[src/rtl/tile_pkg.sv]
// tile_pkg
// Shared layout and encoding definitions for the 2x2 game tile board.
// Game control, the tile LUT and tile_plotter import this package, so tile
// positions and colours are defined only here.
//
// Contents:
//   tile_code_t      2-bit tile code (0=q, 1=w, 2=a, 3=s)
//   COORD_W          width of the per-tile cx/cy sweep offsets
//   ORIGIN_X/Y       top-left pixel of each tile, indexed by tile code
//   NORMAL_COLOUR    resting colour of each tile, indexed by tile code
//   FLASH_COLOUR     colour used for the highlight sweep
//   BORDER_COLOUR    outline colour used when tile borders are enabled
//   plot_state_t     tile_plotter FSM states
package tile_pkg;

  typedef logic [1:0] tile_code_t;

  // Offsets run up to 31, which covers the largest supported tile edge.
  localparam int COORD_W = 5;

  localparam logic [7:0] ORIGIN_X [0:3] = '{8'd50, 8'd90, 8'd50, 8'd90};
  localparam logic [7:0] ORIGIN_Y [0:3] = '{8'd30, 8'd30, 8'd70, 8'd70};

  localparam logic [2:0] NORMAL_COLOUR [0:3] = '{3'b100, 3'b010, 3'b001, 3'b110};

  localparam logic [2:0] FLASH_COLOUR  = 3'b111;
  localparam logic [2:0] BORDER_COLOUR = 3'b000;

  typedef enum logic [2:0] {
    ST_IDLE,
    ST_DRAW_ON,
    ST_HOLD,
    ST_DRAW_OFF,
    ST_DONE
  } plot_state_t;

endpackage

[src/rtl/tile_sweep_counter.sv]
// tile_sweep_counter
// Raster offset generator for one tile: cx runs fastest, cy advances when
// cx wraps. After the final pixel both offsets wrap back to 0, so the same
// counter can immediately serve a second sweep of the tile.
//
// Ports:
//   clock    system clock
//   resetn   asynchronous active-low reset
//   clear    synchronous return to (0,0); dominates enable
//   enable   advance one pixel
//   cx, cy   current offsets inside the tile
//   last     high while (cx,cy) is the final pixel of the tile
module tile_sweep_counter
  import tile_pkg::*;
#(
  parameter int TILE_SIZE = 20
) (
  input  logic               clock,
  input  logic               resetn,
  input  logic               clear,
  input  logic               enable,
  output logic [COORD_W-1:0] cx,
  output logic [COORD_W-1:0] cy,
  output logic               last
);

  localparam logic [COORD_W-1:0] CMAX = COORD_W'(TILE_SIZE - 1);

  // Raster advance with wrap on both axes at the tile edge.
  always_ff @(posedge clock or negedge resetn) begin
    if (!resetn) begin
      cx <= '0;
      cy <= '0;
    end else if (clear) begin
      cx <= '0;
      cy <= '0;
    end else if (enable) begin
      if (cx == CMAX) begin
        cx <= '0;
        cy <= (cy == CMAX) ? '0 : cy + 1'b1;
      end else begin
        cx <= cx + 1'b1;
      end
    end
  end

  assign last = (cx == CMAX) && (cy == CMAX);

endmodule

[src/rtl/tile_plotter.sv]
// tile_plotter
// Paints one of the four game tiles into the vga_adapter frame buffer. A
// normal request sweeps the tile once in its own colour; a flash request
// sweeps it white, waits HOLD_CYCLES clocks, then sweeps it back to its
// normal colour. All outputs are registered.
//
// Build option: define TILE_BORDER_EN to paint the outer ring of every
// sweep in BORDER_COLOUR. Pixel count and timing are unchanged.
//
// Ports:
//   clock     system clock
//   resetn    asynchronous active-low reset
//   start     request pulse, only honoured in IDLE
//   tile      tile code, latched with start
//   flash     0 = single normal sweep, 1 = white/hold/restore, latched
//   abort     cancel any operation in progress (no done pulse)
//   x, y      pixel coordinate to vga_adapter
//   colour    pixel colour
//   plot      frame buffer write enable
//   busy      operation in progress
//   done      one-cycle completion pulse
module tile_plotter
  import tile_pkg::*;
#(
  parameter int HOLD_CYCLES = 12_500_000,
  parameter int TILE_SIZE   = 20
) (
  input  logic       clock,
  input  logic       resetn,
  input  logic       start,
  input  logic [1:0] tile,
  input  logic       flash,
  input  logic       abort,
  output logic [7:0] x,
  output logic [7:0] y,
  output logic [2:0] colour,
  output logic       plot,
  output logic       busy,
  output logic       done
);

  localparam logic [23:0]        HOLD_LAST = 24'(HOLD_CYCLES - 1);
  localparam logic [COORD_W-1:0] CMAX      = COORD_W'(TILE_SIZE - 1);

  plot_state_t        state, next_state;
  tile_code_t         tile_q;
  logic               flash_q;
  logic [23:0]        hold_cnt;
  logic [COORD_W-1:0] cx, cy;
  logic               last;
  logic               drawing;
  logic [2:0]         sweep_colour;
  logic [2:0]         pixel_colour;

  assign drawing = (state == ST_DRAW_ON) || (state == ST_DRAW_OFF);

  // One counter serves both sweeps: it wraps to (0,0) after the last pixel
  // and is forced back to (0,0) while idle so an aborted sweep never leaks
  // its position into the next request.
  tile_sweep_counter #(
    .TILE_SIZE(TILE_SIZE)
  ) u_sweep (
    .clock (clock),
    .resetn(resetn),
    .clear (state == ST_IDLE),
    .enable(drawing),
    .cx    (cx),
    .cy    (cy),
    .last  (last)
  );

  // State register plus request latch. tile/flash are captured only on the
  // accepting edge, so a start seen mid-operation cannot relatch them. The
  // hold counter runs only while in HOLD and restarts from 0 otherwise.
  always_ff @(posedge clock or negedge resetn) begin
    if (!resetn) begin
      state    <= ST_IDLE;
      tile_q   <= '0;
      flash_q  <= 1'b0;
      hold_cnt <= '0;
    end else begin
      state <= next_state;
      if (state == ST_IDLE && start) begin
        tile_q  <= tile;
        flash_q <= flash;
      end
      hold_cnt <= (state == ST_HOLD) ? hold_cnt + 1'b1 : '0;
    end
  end

  // Next-state logic. Abort overrides every non-idle transition; in IDLE it
  // is not looked at, so a simultaneous start is still accepted.
  always_comb begin
    next_state = state;
    case (state)
      ST_IDLE:     if (start) next_state = ST_DRAW_ON;
      ST_DRAW_ON:  if (last) next_state = flash_q ? ST_HOLD : ST_DONE;
      ST_HOLD:     if (hold_cnt == HOLD_LAST) next_state = ST_DRAW_OFF;
      ST_DRAW_OFF: if (last) next_state = ST_DONE;
      ST_DONE:     next_state = ST_IDLE;
      default:     next_state = ST_IDLE;
    endcase
    if (state != ST_IDLE && abort) next_state = ST_IDLE;
  end

  // Only the first sweep of a flash request is white; the restoring sweep
  // and every normal request use the tile's own colour.
  always_comb begin
    sweep_colour = (state == ST_DRAW_ON && flash_q) ? FLASH_COLOUR
                                                    : NORMAL_COLOUR[tile_q];
`ifdef TILE_BORDER_EN
    pixel_colour = (cx == '0 || cy == '0 || cx == CMAX || cy == CMAX)
                   ? BORDER_COLOUR : sweep_colour;
`else
    pixel_colour = sweep_colour;
`endif
  end

  // Registered outputs, one cycle behind the state that produces them. An
  // abort clears plot/busy/done on the same edge that returns to IDLE;
  // coordinates and colour keep their last values whenever nothing is
  // being plotted.
  always_ff @(posedge clock or negedge resetn) begin
    if (!resetn) begin
      x      <= '0;
      y      <= '0;
      colour <= '0;
      plot   <= 1'b0;
      busy   <= 1'b0;
      done   <= 1'b0;
    end else begin
      plot <= drawing && !abort;
      busy <= (state != ST_IDLE) && !abort;
      done <= (state == ST_DONE) && !abort;
      if (drawing && !abort) begin
        x      <= ORIGIN_X[tile_q] + 8'(cx);
        y      <= ORIGIN_Y[tile_q] + 8'(cy);
        colour <= pixel_colour;
      end
    end
  end

endmodule

[config.mk]
export PLATFORM = sky130hd
export DESIGN_NAME = tile_plotter
export DESIGN_NICKNAME = d
export VERILOG_FILES = /design/src/rtl/tile_pkg.sv /design/src/rtl/tile_sweep_counter.sv /design/src/rtl/tile_plotter.sv
export SDC_FILE = /design/constraint.sdc
export NUM_CORES = 1
export LEC_CHECK = 0
export BUFFER_PORTS_ARGS = -buffer_cell sky130_fd_sc_hd__buf_2
export CAP_MARGIN = 20
export CORE_MARGIN = 5
export CORE_UTILIZATION = 55
export CTS_BUF_LIST = sky130_fd_sc_hd__clkbuf_4
export CTS_CLUSTER_SIZE = 40
export DETAILED_ROUTE_END_ITERATION = 10
export PLACE_DENSITY = 0.84
export SETUP_SLACK_MARGIN = 0.15
export SLEW_MARGIN = 20
export SYNTH_ARGS = -nofsm -noshare
export SYNTH_HDL_FRONTEND = slang
export SYNTH_SLANG_ARGS = --single-unit
[constraint.sdc]
create_clock -name clock -period 4.7 [get_ports clock]
set_input_delay 0.235 -clock clock [delete_from_list [all_inputs] [get_ports clock]]
set_output_delay 0.235 -clock clock [all_outputs]
set_load 0.02 [all_outputs]
==> results.env, run 1 <==
VIAS_PER_CELL=5.61
CPPEAKSTAGEDELAY_NS=0.57
CLK_TRANSITION_REPORTED_PATHS_NS=0.09
TIMING.FINAL.CRIT_SHARE_PCT=47.5
FINAL_SETUP_VIO_COUNT=0
IOS=29
YS_TOP_CELLS_BY_AREA='sky130_fd_sc_hd__dfrtp_1 (51%), sky130_fd_sc_hd__nand2_1 (5.2%), sky130_fd_sc_hd__ha_1 (4.6%)'
DIE_W_UM=83.6
HOLD_PATH.CLASS='primary input to asynchronous set/reset pin'
R2R-START='state[0]$_DFFE_PN0P_'
YS_ASYNC_SR_FRACTION_PCT=100
CLK_PATH_BUF_DEPTH=2
TIMING.FINAL.MAX_SLEW_VIOLATIONS=0
NUMBER_OF_ANTENNA_VIOLATING_NETS_IN_THE_ROUTED_DESIGN=0
IO_BUFFERS=27
START_KIND='flop'
SYN_NETS=328
DRIVE_ABOVE_1_SHARE_PCT=13.8
DIE-HEIGHT_UM=83.6
CRIT_SLOWEST_CELL='sky130_fd_sc_hd__nand2b_1'
PLACE.GP.CONGESTION=0.814
SYN2LAYOUT_AREA_GROWTH_PCT=9.36
FINAL.SETUP.TNS_NS=0
PERIOD_NEEDED_NS=2.23
CORE_UM2=5170
POST_CTS_RESIZE_COUNT=0
VDD.IR_DROP.WORST_mV=0.176
NETLIST-CELL-TYPE-COUNT=44
CELLLEAKAGEPOWER_nW=1.41
DESIGN.FINAL.NETS=355
ROUTED_WIRE_LENGTH_PER_INSTANCE_UM=14.0
INTERNAL_REG_TO_REG_SETUP_SLACK_NS=2.47
ARRIVAL_NS=2.54
MAX-SLEW-MARGIN-REL_PCT=38.5
GRT_PASS1_WL_UM=10200
WORSTSKEWPAIRLATENCY_NS=0.38
DETAIL_ROUTE.ITER0.VIOLATIONS=150
GRT_UTIL_ALL_LAYERS_PCT=17.8
CTSROOTBUFFERMASTER='sky130_fd_sc_hd__clkbuf_4'
SYNTH-EDFF-COUNT=0
SYNTH_AREA_PER_CELL_UM2=9.62
ROUTE.VIAS.TOTAL=2304
TIMING.CLOCK.SKEW_NS=0.00727
DRT_FIRST_PASS_ITERS=4
WORSTSETUPSTARTPOINT='state[0]$_DFFE_PN0P_'
CP_NUM_BUF_INV=1
CTS_HOLD_BUFFERS=0
DRT_WL_TOTAL_UM=5740
OUTCOME='complete, no violations'
WORSTPATHCELLLIST='nor2b_1, nand2b_1, inv_1, nor2_1, a31oi_1'
WORST-ENDPOINT-REQUIRED_NS=5.00
CTS_BUFFERS=9
CELLPOWERDENSITY_nW_PER_UM2=350
FIRST_GLOBAL_VIAS=2243
MAX_CLOCK_FREQ_MHz=448
YS_FF_LATCH=61
PIN_COUNT_OF_THE_BIGGEST_NET_ENTERING_GLOBAL_ROUTING=62
POST-CTS-SETUP-BUFFER-COUNT=0
NETLIST_INSTANCES=310
POST-PLACE-WS_NS=2.50
CTS_TREE='yes'
WARNING_COUNT_FROM_THE_YOSYS_RUN=0
TIMING.FINAL.WS_SETUP_NS=2.47
PLACEMENTROWS=26
FLOORPLAN.DIE_AREA_UM2=6990
COUNT_OF_MAXIMUM_CAPACITANCE_VIOLATIONS=0
YOSYS.CELL_COUNT.TOP_TYPE='sky130_fd_sc_hd__dfrtp_1'
SYNTH_TOP_CELL_BY_AREA='sky130_fd_sc_hd__dfrtp_1'
SETUP.WORST_PATH.END_CLASS='flop'
ANTENNA-DIODE-COUNT=0
CTS.HTREE.LEVELS=3
CRITICAL_SETUP_PATH_KIND='flop to flop'
INITIAL_CELL_DENSITY_OF_THE_CORE_PCT=57.6
DPL.HPWL_UM=3920
WORSTMARGINPINSLEW_NS=0.922
SYNTH_SEQUENTIAL_AREA_RATIO_PCT=51.2
SYNTH_TOP_FLOP_CELL='sky130_fd_sc_hd__dfrtp_1'
CP_MAX_FO=29
SYNTH.CELLS.MOST_FREQUENT='sky130_fd_sc_hd__dfrtp_1 (61), sky130_fd_sc_hd__nand2_1 (41), sky130_fd_sc_hd__nor2_1 (26)'
CLOCK-SINKS=61
CRIT_FAMILY='simple AND/OR/NAND/NOR gates'
SYNTH_TOP_AREA_SHARE_PCT=51.2
WORSTREGTOREGCELLS=5
SYNTH.CELL_AREA_UM2=2980
RSZ0062_AT_GRT='no'
GR-TOTAL-OVERFLOW=0
NUMBER_OF_FAILING_HOLD_ENDPOINTS_AT_THE_FINAL_STAGE=0
ANTENNA_FOUND_INITIAL=0
CRITICAL_PATH.REG2REG.ENDPOINT='colour[2]$_DFFE_PN0P_'
DRCVIOLATIONCOUNT=0
-- flip-flops by register name, summed over array words and instances (netlist names), 2 cells and up --
register / flops
x: 8
u_sweep.cy: 5
y: 7
tile_q: 2
colour: 3
u_sweep.cx: 5
state: 3
hold_cnt: 24
-- area by class of cell --
class	count	area, um2
fill	409	1910
sequential	61	1530
multi-input combinational	224	1350
timing repair buffer	29	150
tap	70	87.6
clock buffer	11	82.6
inverter	12	45.0
clock inverter	4	16.3
-- placed cells by master (no fill, tap or decap), types with 4 or more instances in the layout --
cell                       netlist  layout
sky130_fd_sc_hd__buf_2           4      27
sky130_fd_sc_hd__a21oi_1        18      18
sky130_fd_sc_hd__mux2i_1         6       6
sky130_fd_sc_hd__nor3_1          4       4
sky130_fd_sc_hd__ha_1           11      11
sky130_fd_sc_hd__nor4_1          5       5
sky130_fd_sc_hd__xnor2_1        11      11
sky130_fd_sc_hd__inv_1          12      12
sky130_fd_sc_hd__o21ai_0        24      24
sky130_fd_sc_hd__clkbuf_4        0      11
sky130_fd_sc_hd__nor2_1         26      26
sky130_fd_sc_hd__or4_1           5       5
sky130_fd_sc_hd__dfrtp_1        61      61
sky130_fd_sc_hd__o31ai_1         5       5
sky130_fd_sc_hd__nand2_1        41      41
sky130_fd_sc_hd__nand2b_1        4       4
sky130_fd_sc_hd__nand3_1        14      14
sky130_fd_sc_hd__or3_1          11      11
-- per-stage QoR --
step	utilization, %	cell area [um2]	hold slack (ns)	std cells	total power, W
detailed placement	61.1	3160	0.438	396	0.000871
CTS	63.0	3260	0.00314	411	0.00115
finish	63.0	3260	0.00121	411	0.00114
floorplan	-	2980	-0.0606	310	0.000784
global placement	61.1	3160	0.437	396	0.000864
global route	63.0	3260	0.0246	411	0.00122
-- worst max-delay path by stage --
stage	endpoint	slack, ns	depth (start not counted)
floorplan	hold_cnt[18]$_DFF_PN0_	2.79	6
global placement	state[0]$_DFFE_PN0P_	2.52	4
detailed placement	state[0]$_DFFE_PN0P_	2.50	4
CTS	colour[0]$_DFFE_PN0P_	2.46	5
global route	colour[2]$_DFFE_PN0P_	2.10	5
finish	colour[2]$_DFFE_PN0P_	2.47	5
-- metal layers --
metal | routed length (um) | vias to the layer above | GRT usage (%)
met5 | 0 | - | 0
met4 | 73 | 0 | 5.12
met3 | 239 | 6 | 6.71
met2 | 2670 | 50 | 27.8
met1 | 2760 | 1103 | 23.4
li1 | - | 1145 | -
-- worst register-to-register path: cells and delay by family, from the launching register on --
| family | cells | cell delay [ns] |
|---|---|---|
| and+or+nand+nor | 3 | 1.03 |
| buffers and inverters | 1 | 0.53 |
| DFF | 1 | 0.45 |
| AOI/OAI and AO/OA | 1 | 0.14 |
-- report_power, final --
| part | total (W) | internal [W] | leakage, nW | switching (W) |
|---|---|---|---|---|
| combinational | 0.000235 | 0.0000800 | 0.543 | 0.000155 |
| clock | 0.000287 | 0.000112 | 0.0592 | 0.000175 |
| sequential | 0.000620 | 0.000583 | 0.808 | 0.0000371 |
| total | 0.00114 | 0.000775 | 1.41 | 0.000367 |
-- cell families (layout without fill, tap and decap cells) --
family,after synthesis,in the layout,share of synthesized area [%]
simple gates,130,130,22.5
compound gates,61,61,11.7
flops,61,61,51.2
buf+inv,25,56,3.44
xor+xnor,14,14,4.11
fa+ha+maj,11,11,4.62
mux,7,7,2.39
other cells,1,1,0.126
No activity file was read; power rests on OpenSTA's default activity.
==> run 2, diff against run 1 <==
==> constraint.sdc (replaced) <==
create_clock -name clock -period 2.2 [get_ports clock]
set_input_delay 0.11 -clock clock [delete_from_list [all_inputs] [get_ports clock]]
set_output_delay 0.11 -clock clock [all_outputs]
set_load 0.02 [all_outputs]
==> run 2 against run 1 <==
Via count rose by 2.4%. Critical endpoint is now hold_cnt[21]$_DFF_PN0_. Sequential share of layout area fell by 1.7 points. Register-to-register slack got worse by 2.3 ns. Power rose by 120%. Sequential cell count did not move. Largest cell class unchanged. Sequential power rose by 110%.
==> results.env, run 2 (same netlist as run 1, synthesis figures left out) <==
CLK_TRANSITION_REPORTED_PATHS_NS=0.10
GLOBALROUTEMET3UTIL_PCT=5.23
WORSTSETUPENDPOINT='hold_cnt[21]$_DFF_PN0_'
DRCVIOLATIONCOUNT=0
FINAL.SETUP.TNS_NS=0
CLK_PATH_BUF_DEPTH=2
IO_BUFFERS=27
ARRIVAL_NS=2.32
CRIT_SLOWEST_CELL='sky130_fd_sc_hd__or4_4'
P_SW_SHARE_PCT=33.0
LAYOUT_TOP_REGISTERS='hold_cnt x24, x x8, y x7'
WORSTSETUPSTARTPOINT='hold_cnt[6]$_DFF_PN0_'
OUTCOME='complete, no violations'
AREA_TAKEN_BY_MULTI_INPUT_LOGIC_GATES_UM2=1390
DIE-HEIGHT_UM=83.6
DESIGN.FINAL.NETS=367
TIMING.FINAL.MAX_SLEW_VIOLATIONS=0
VDD.IR_DROP.WORST_mV=0.426
FIRST_GLOBAL_VIAS=2236
WORST-ENDPOINT-REQUIRED_NS=2.53
CP_MAX_FO=7
FINAL_SETUP_VIO_COUNT=0
GRT_UTIL_ALL_LAYERS_PCT=18.6
SHARE_SEQ_OF_TOTAL_POWER_PCT=53.6
CTS_TREE='yes'
POST-CTS-SETUP-BUFFER-COUNT=0
SYN2LAYOUT_AREA_GROWTH_PCT=13.5
WORSTMARGINPINSLEW_NS=0.782
PWR-SHARE-CLK_PCT=24.9
MAX_CLOCK_FREQ_MHz=503
WORSTREGTOREGCELLS=4
INITIAL_CELL_DENSITY_OF_THE_CORE_PCT=57.6
HOLD_PATH.CLASS='primary input to asynchronous set/reset pin'
DPL.HPWL_UM=4340
REGISTERS.TOP_BY_FF_COUNT='hold_cnt'
MAX-SLEW-MARGIN-REL_PCT=47.8
CRITICAL_PATH.REG2REG.ENDPOINT='hold_cnt[21]$_DFF_PN0_'
NUMBER_OF_FAILING_HOLD_ENDPOINTS_AT_THE_FINAL_STAGE=0
CP_NUM_BUF_INV=0
WORSTPATHCELLLIST='nand3_2, or4_4, or4b_1, a21oi_1'
CELLPOWERDENSITY_nW_PER_UM2=731
ANTENNA_FOUND_INITIAL=0
CTS_BUFFERS=9
SETUP.WORST_PATH.END_CLASS='flop'
CPPEAKSTAGEDELAY_NS=0.62
CTSROOTBUFFERMASTER='sky130_fd_sc_hd__clkbuf_4'
CORE_UM2=5170
R2R-START='hold_cnt[6]$_DFF_PN0_'
DRIVE_ABOVE_1_SHARE_PCT=16.2
POST-ROUTE-UTIL_PCT=65.4
FINAL_CELL_MIX='sky130_fd_sc_hd__dfrtp_1 (61), sky130_fd_sc_hd__nand2_1 (41), sky130_fd_sc_hd__buf_2 (27)'
PIN_COUNT_OF_THE_BIGGEST_NET_ENTERING_GLOBAL_ROUTING=26
DRT_WL_TOTAL_UM=6370
PLACEMENTROWS=26
VIAS_PER_CELL=5.59
TIMING.FINAL.CRIT_SHARE_PCT=90.4
WORSTSETUPPATHDEPTH=4
CRITICAL_SETUP_PATH_KIND='flop to flop'
TIMING.CLOCK.SKEW_NS=0.0115
DIE_W_UM=83.6
USE_MET1_PCT=25.0
WORSTSKEWPAIRLATENCY_NS=0.41
ROUTED_WIRE_LENGTH_PER_INSTANCE_UM=15.1
ANTENNA-DIODE-COUNT=0
REGAREA_UM2=1530
PSW_W=0.000817
GLOBAL_ROUTE.PEAK_USAGE_LAYER='met2'
CTS.HTREE.LEVELS=3
LARGEST_REG_FLOPS=24
ROUTE.VIAS.TOTAL=2360
RSZ0062_AT_GRT='no'
GRT_PASS1_WL_UM=10500
PERIOD_NEEDED_NS=1.99
CRIT_FAMILY='simple AND/OR/NAND/NOR gates'
PLACE.GP.CONGESTION=0.821
START_KIND='flop'
INTERNAL_REG_TO_REG_SETUP_SLACK_NS=0.21
POWER.SHARE.COMBINATIONAL_PCT=21.5
MOST_FREQUENT_STANDARD_CELL_IN_THE_LAYOUT_EXCLUDING_FILL_AND_TAP_CELLS='sky130_fd_sc_hd__dfrtp_1'
CLOCK-SINKS=61
NUMBER_OF_ANTENNA_VIOLATING_NETS_IN_THE_ROUTED_DESIGN=0
NFILLCELLS=423
COUNT_OF_MAXIMUM_CAPACITANCE_VIOLATIONS=0
DRT_FIRST_PASS_ITERS=4
DETAIL_ROUTE.ITER0.VIOLATIONS=145
GR-TOTAL-OVERFLOW=0
FLOORPLAN.DIE_AREA_UM2=6990
INTERNAL-POWER_W=0.00166
IOS=29
CELLLEAKAGEPOWER_nW=1.46
GROUTE.LAYER.MET2.USAGE_PCT=28.8
[run 2: cell types whose count changed in the layout (fill, tap and decap cells not counted), sizes merged]
cell         change
clkbuf           -1
or4              +1
dlygate4sd3      +5
buf              +6
[run 2: final cells by class]
cell class                      instances  share of cell area, %
Clock inverter                          4                  0.518
Sequential cell                        61                   45.1
Timing Repair Buffer                   40                   7.25
Tap cell                               70                   2.59
Inverter                               12                   1.33
Clock buffer                           10                   2.22
Multi-Input combinational cell        225                   41.0
[run 2: stage by stage]
step	instances	power [W]	hold slack, ns	area (um2)	setup WS (ns)
3_3_place_gp	402	0.00186	0.129	3210	0.272
5_1_grt	422	0.00261	0.263	3380	0.108
6_report	422	0.00247	0.212	3380	0.210
4_1_cts	421	0.00248	0.220	3350	0.171
3_5_place_dp	402	0.00188	0.126	3210	0.157
2_1_floorplan	310	0.00167	-0.186	2980	0.290
[run 2: worst register-to-register path: stages (launching register included)]
cell and delay [ns]:
sky130_fd_sc_hd__dfrtp_1 0.45, sky130_fd_sc_hd__nand3_2 0.18, sky130_fd_sc_hd__or4_4 0.62, sky130_fd_sc_hd__or4b_1 0.49
sky130_fd_sc_hd__a21oi_1 0.16
[run 2: repair_timing]
action | 4_1_cts | 5_1_grt
resized for setup | 0 | 4
hold buffers | 5 | 0
endpoints found under the hold margin | 29 | 0
setup endpoints to repair | 0 | 8
[run 2: metal layers]
layer	part of all wire [%]	vias to the layer above
li1	-	1176
met1	47	1118
met2	47	59
met3	5.2	7
met4	1.3	0
met5	0	-
[run 2: power by group through the flow]
| stage | clock [W] | combinational (W) | sequential, W |
|---|---|---|---|
| 6_report | 0.000614 | 0.000532 | 0.00133 |
| 5_1_grt | 0.000677 | 0.000588 | 0.00135 |
| 2_1_floorplan | 0 | 0.000210 | 0.00146 |
| 4_1_cts | 0.000613 | 0.000536 | 0.00133 |
| 3_5_place_dp | 0 | 0.000527 | 0.00135 |
| 3_3_place_gp | 0 | 0.000514 | 0.00134 |
[run 2: worst min path at each step]
stage,from,end,slack [ns],cells after the start
4_1_cts,resetn,hold_cnt[10]$_DFF_PN0_,0.22,2
3_5_place_dp,resetn,done$_DFF_PN0_,0.13,1
2_1_floorplan,resetn,busy$_DFF_PN0_,-0.19,0
3_3_place_gp,resetn,done$_DFF_PN0_,0.13,1
6_report,resetn,hold_cnt[2]$_DFF_PN0_,0.21,2
5_1_grt,resetn,hold_cnt[2]$_DFF_PN0_,0.26,2
==> run 3, diff against run 2 <==
--- a/config.mk
+++ b/config.mk
@@ -12,7 +12,7 @@
 export CTS_BUF_LIST = sky130_fd_sc_hd__clkbuf_4
 export CTS_CLUSTER_SIZE = 40
 export DETAILED_ROUTE_END_ITERATION = 10
-export PLACE_DENSITY = 0.84
+export PLACE_DENSITY = 0.87
 export SETUP_SLACK_MARGIN = 0.15
 export SLEW_MARGIN = 20
 export SYNTH_ARGS = -nofsm -noshare
==> run 3 against run 2 <==
Clock skew grew 0.0062 ns. Worst setup slack better by 0.027 ns. Die area unchanged. Clock power grew 19%. First-iteration DRC count grew 15%. Largest power group unchanged. Sequential share of layout area shrank 0.49 points. Critical endpoint is now u_sweep.cy[3]$_DFFE_PN0P_. Non-clock buffer count up 1. Sequential cell count is the same. Hold slack improved by 0.025 ns. Clock-buffer cell count did not move.
==> results.env, run 3 (same netlist as run 1, synthesis figures left out) <==
R2R-START='u_sweep.cx[0]$_DFFE_PN0P_'
ROUTED_WIRE_LENGTH_PER_INSTANCE_UM=13.8
NUMBER_OF_ANTENNA_VIOLATING_NETS_IN_THE_ROUTED_DESIGN=0
CTS.HTREE.LEVELS=3
DRT_FIRST_PASS_ITERS=4
POSTLAYOUTCELLAREA_UM2=3420
NUMBER_OF_FAILING_HOLD_ENDPOINTS_AT_THE_FINAL_STAGE=0
CRITICAL_SETUP_PATH_KIND='flop to flop'
WORSTMARGINPINSLEW_NS=0.741
SYN2LAYOUT_AREA_GROWTH_PCT=14.8
TIMING.CLOCK.SKEW_NS=0.0177
CTS_TREE='yes'
TIMING.FINAL.MAX_SLEW_VIOLATIONS=0
ROUTE.VIAS.TOTAL=2382
GRT_PASS1_WL_UM=10000
PIN_COUNT_OF_THE_BIGGEST_NET_ENTERING_GLOBAL_ROUTING=62
LARGEST_REG_FLOPS=24
DRIVE_ABOVE_1_SHARE_PCT=16.9
DPL.HPWL_UM=4100
FIRST_GLOBAL_VIAS=2249
CELLLEAKAGEPOWER_nW=1.47
INITIAL_CELL_DENSITY_OF_THE_CORE_PCT=57.6
GR-TOTAL-OVERFLOW=0
IO_BUFFERS=27
FINAL_SETUP_VIO_COUNT=0
SETUP.WORST_PATH.END_CLASS='flop'
CORE_UM2=5170
ANTENNA_FOUND_INITIAL=0
CLK_PATH_BUF_DEPTH=2
POST-ROUTE-UTIL_PCT=66.2
RSZ0062_AT_GRT='yes'
MAX_CLOCK_FREQ_MHz=509
ARRIVAL_NS=2.31
CTS_BUFFERS=9
WORSTSETUPSTARTPOINT='u_sweep.cx[0]$_DFFE_PN0P_'
DETAIL_ROUTE.ITER0.VIOLATIONS=167
MOST_FREQUENT_STANDARD_CELL_IN_THE_LAYOUT_EXCLUDING_FILL_AND_TAP_CELLS='sky130_fd_sc_hd__dfrtp_1'
DPL-INSTANCE-AREA_UM2=3210
LAYOUT_TOP_REGISTERS='hold_cnt x24, x x8, y x7'
TIMING.FINAL.CRIT_SHARE_PCT=89.2
VIAS_PER_CELL=5.62
CTSROOTBUFFERMASTER='sky130_fd_sc_hd__clkbuf_4'
CRITICAL_PATH.REG2REG.ENDPOINT='u_sweep.cy[3]$_DFFE_PN0P_'
DRT_WL_TOTAL_UM=5830
REGISTERS.TOP_BY_FF_COUNT='hold_cnt'
WORSTSETUPENDPOINT='u_sweep.cy[3]$_DFFE_PN0P_'
CLK_TRANSITION_REPORTED_PATHS_NS=0.11
CLOCK-SINKS=61
CP_MAX_FO=9
WORSTREGTOREGCELLS=6
FINAL_CELL_MIX='sky130_fd_sc_hd__dfrtp_1 (60), sky130_fd_sc_hd__nand2_1 (41), sky130_fd_sc_hd__buf_2 (28)'
FLOORPLAN.DIE_AREA_UM2=6990
PLACE.GP.CONGESTION=0.838
FINAL.SETUP.TNS_NS=0
PLACEMENTROWS=26
CELLPOWERDENSITY_nW_PER_UM2=756
GRT_UTIL_ALL_LAYERS_PCT=17.7
IOS=29
INTERNAL_REG_TO_REG_SETUP_SLACK_NS=0.24
WORST-ENDPOINT-REQUIRED_NS=2.55
VDD.IR_DROP.WORST_mV=0.552
MAX-SLEW-MARGIN-REL_PCT=50.5
DIE_W_UM=83.6
DRCVIOLATIONCOUNT=0
START_KIND='flop'
DIE-HEIGHT_UM=83.6
ANTENNA-DIODE-COUNT=0
OUTCOME='complete, no violations'
HOLD_PATH.CLASS='primary input to asynchronous set/reset pin'
DESIGN.FINAL.NETS=367
COUNT_OF_MAXIMUM_CAPACITANCE_VIOLATIONS=0
PERIOD_NEEDED_NS=1.96
WORSTSKEWPAIRLATENCY_NS=0.41
-- run 3: area by class of cell --
| cell class | count | area [um2] |
|---|---|---|
| Timing Repair Buffer | 41 | 263 |
| Inverter | 12 | 45.0 |
| Multi-Input combinational cell | 224 | 1370 |
| Clock inverter | 6 | 53.8 |
| Clock buffer | 10 | 75.1 |
| Sequential cell | 61 | 1530 |
| Tap cell | 70 | 87.6 |
| Fill cell | 402 | 1750 |
-- run 3: stage by stage --
| step | worst slack, ns | hold slack, ns | total power (W) | std cells |
|---|---|---|---|---|
| floorplan | 0.290 | -0.186 | 0.00167 | 310 |
| global placement | 0.272 | 0.141 | 0.00186 | 401 |
| detailed placement | 0.168 | 0.143 | 0.00188 | 401 |
| CTS | 0.185 | 0.234 | 0.00262 | 422 |
| global route | 0.0707 | 0.262 | 0.00275 | 424 |
| finish | 0.237 | 0.237 | 0.00259 | 424 |
-- run 3: worst min-delay path by stage --
stage                           endpoint  slack (ns)  cells past startpoint
2_1_floorplan             busy$_DFF_PN0_       -0.19                      0
3_3_place_gp            y[4]$_DFFE_PN0P_        0.14                      2
3_5_place_dp            y[4]$_DFFE_PN0P_        0.14                      2
4_1_cts            tile_q[0]$_DFFE_PN0P_        0.23                      4
5_1_grt        u_sweep.cx[2]$_DFFE_PN0P_        0.26                      3
6_report       u_sweep.cx[2]$_DFFE_PN0P_        0.24                      3
-- run 3: routing by layer --
metal | GRT usage, % | up-vias | share of wire [%]
met5 | 0 | - | 0
met4 | 4.82 | 0 | 1.0
met3 | 6.91 | 9 | 6.3
met2 | 30.7 | 74 | 49
met1 | 20.4 | 1127 | 44
li1 | - | 1172 | -
-- run 3: repair_timing --
action | 4_1_cts | 5_1_grt
endpoints found under the hold margin | 67 | 0
endpoints found under the setup margin | 1 | 3
buffers inserted | 0 | 2
resized for setup | 1 | 4
pin swaps | 0 | 1
hold buffers | 5 | 0
-- run 3: report_power, final --
| part | leakage, nW | total (W) | switching [W] | internal [W] |
|---|---|---|---|---|
| clock network | 0.0689 | 0.000730 | 0.000384 | 0.000346 |
| registers | 0.806 | 0.00133 | 0.0000795 | 0.00125 |
| logic | 0.598 | 0.000533 | 0.000342 | 0.000191 |
-- run 3: critical path: stages (launching register included) --
cell and delay, ns:
sky130_fd_sc_hd__dfrtp_1 0.43, sky130_fd_sc_hd__ha_2 0.23, sky130_fd_sc_hd__nor4bb_2 0.31, sky130_fd_sc_hd__buf_4 0.20, sky130_fd_sc_hd__nand2_1 0.11, sky130_fd_sc_hd__or4_1 0.49
sky130_fd_sc_hd__a21oi_1 0.13
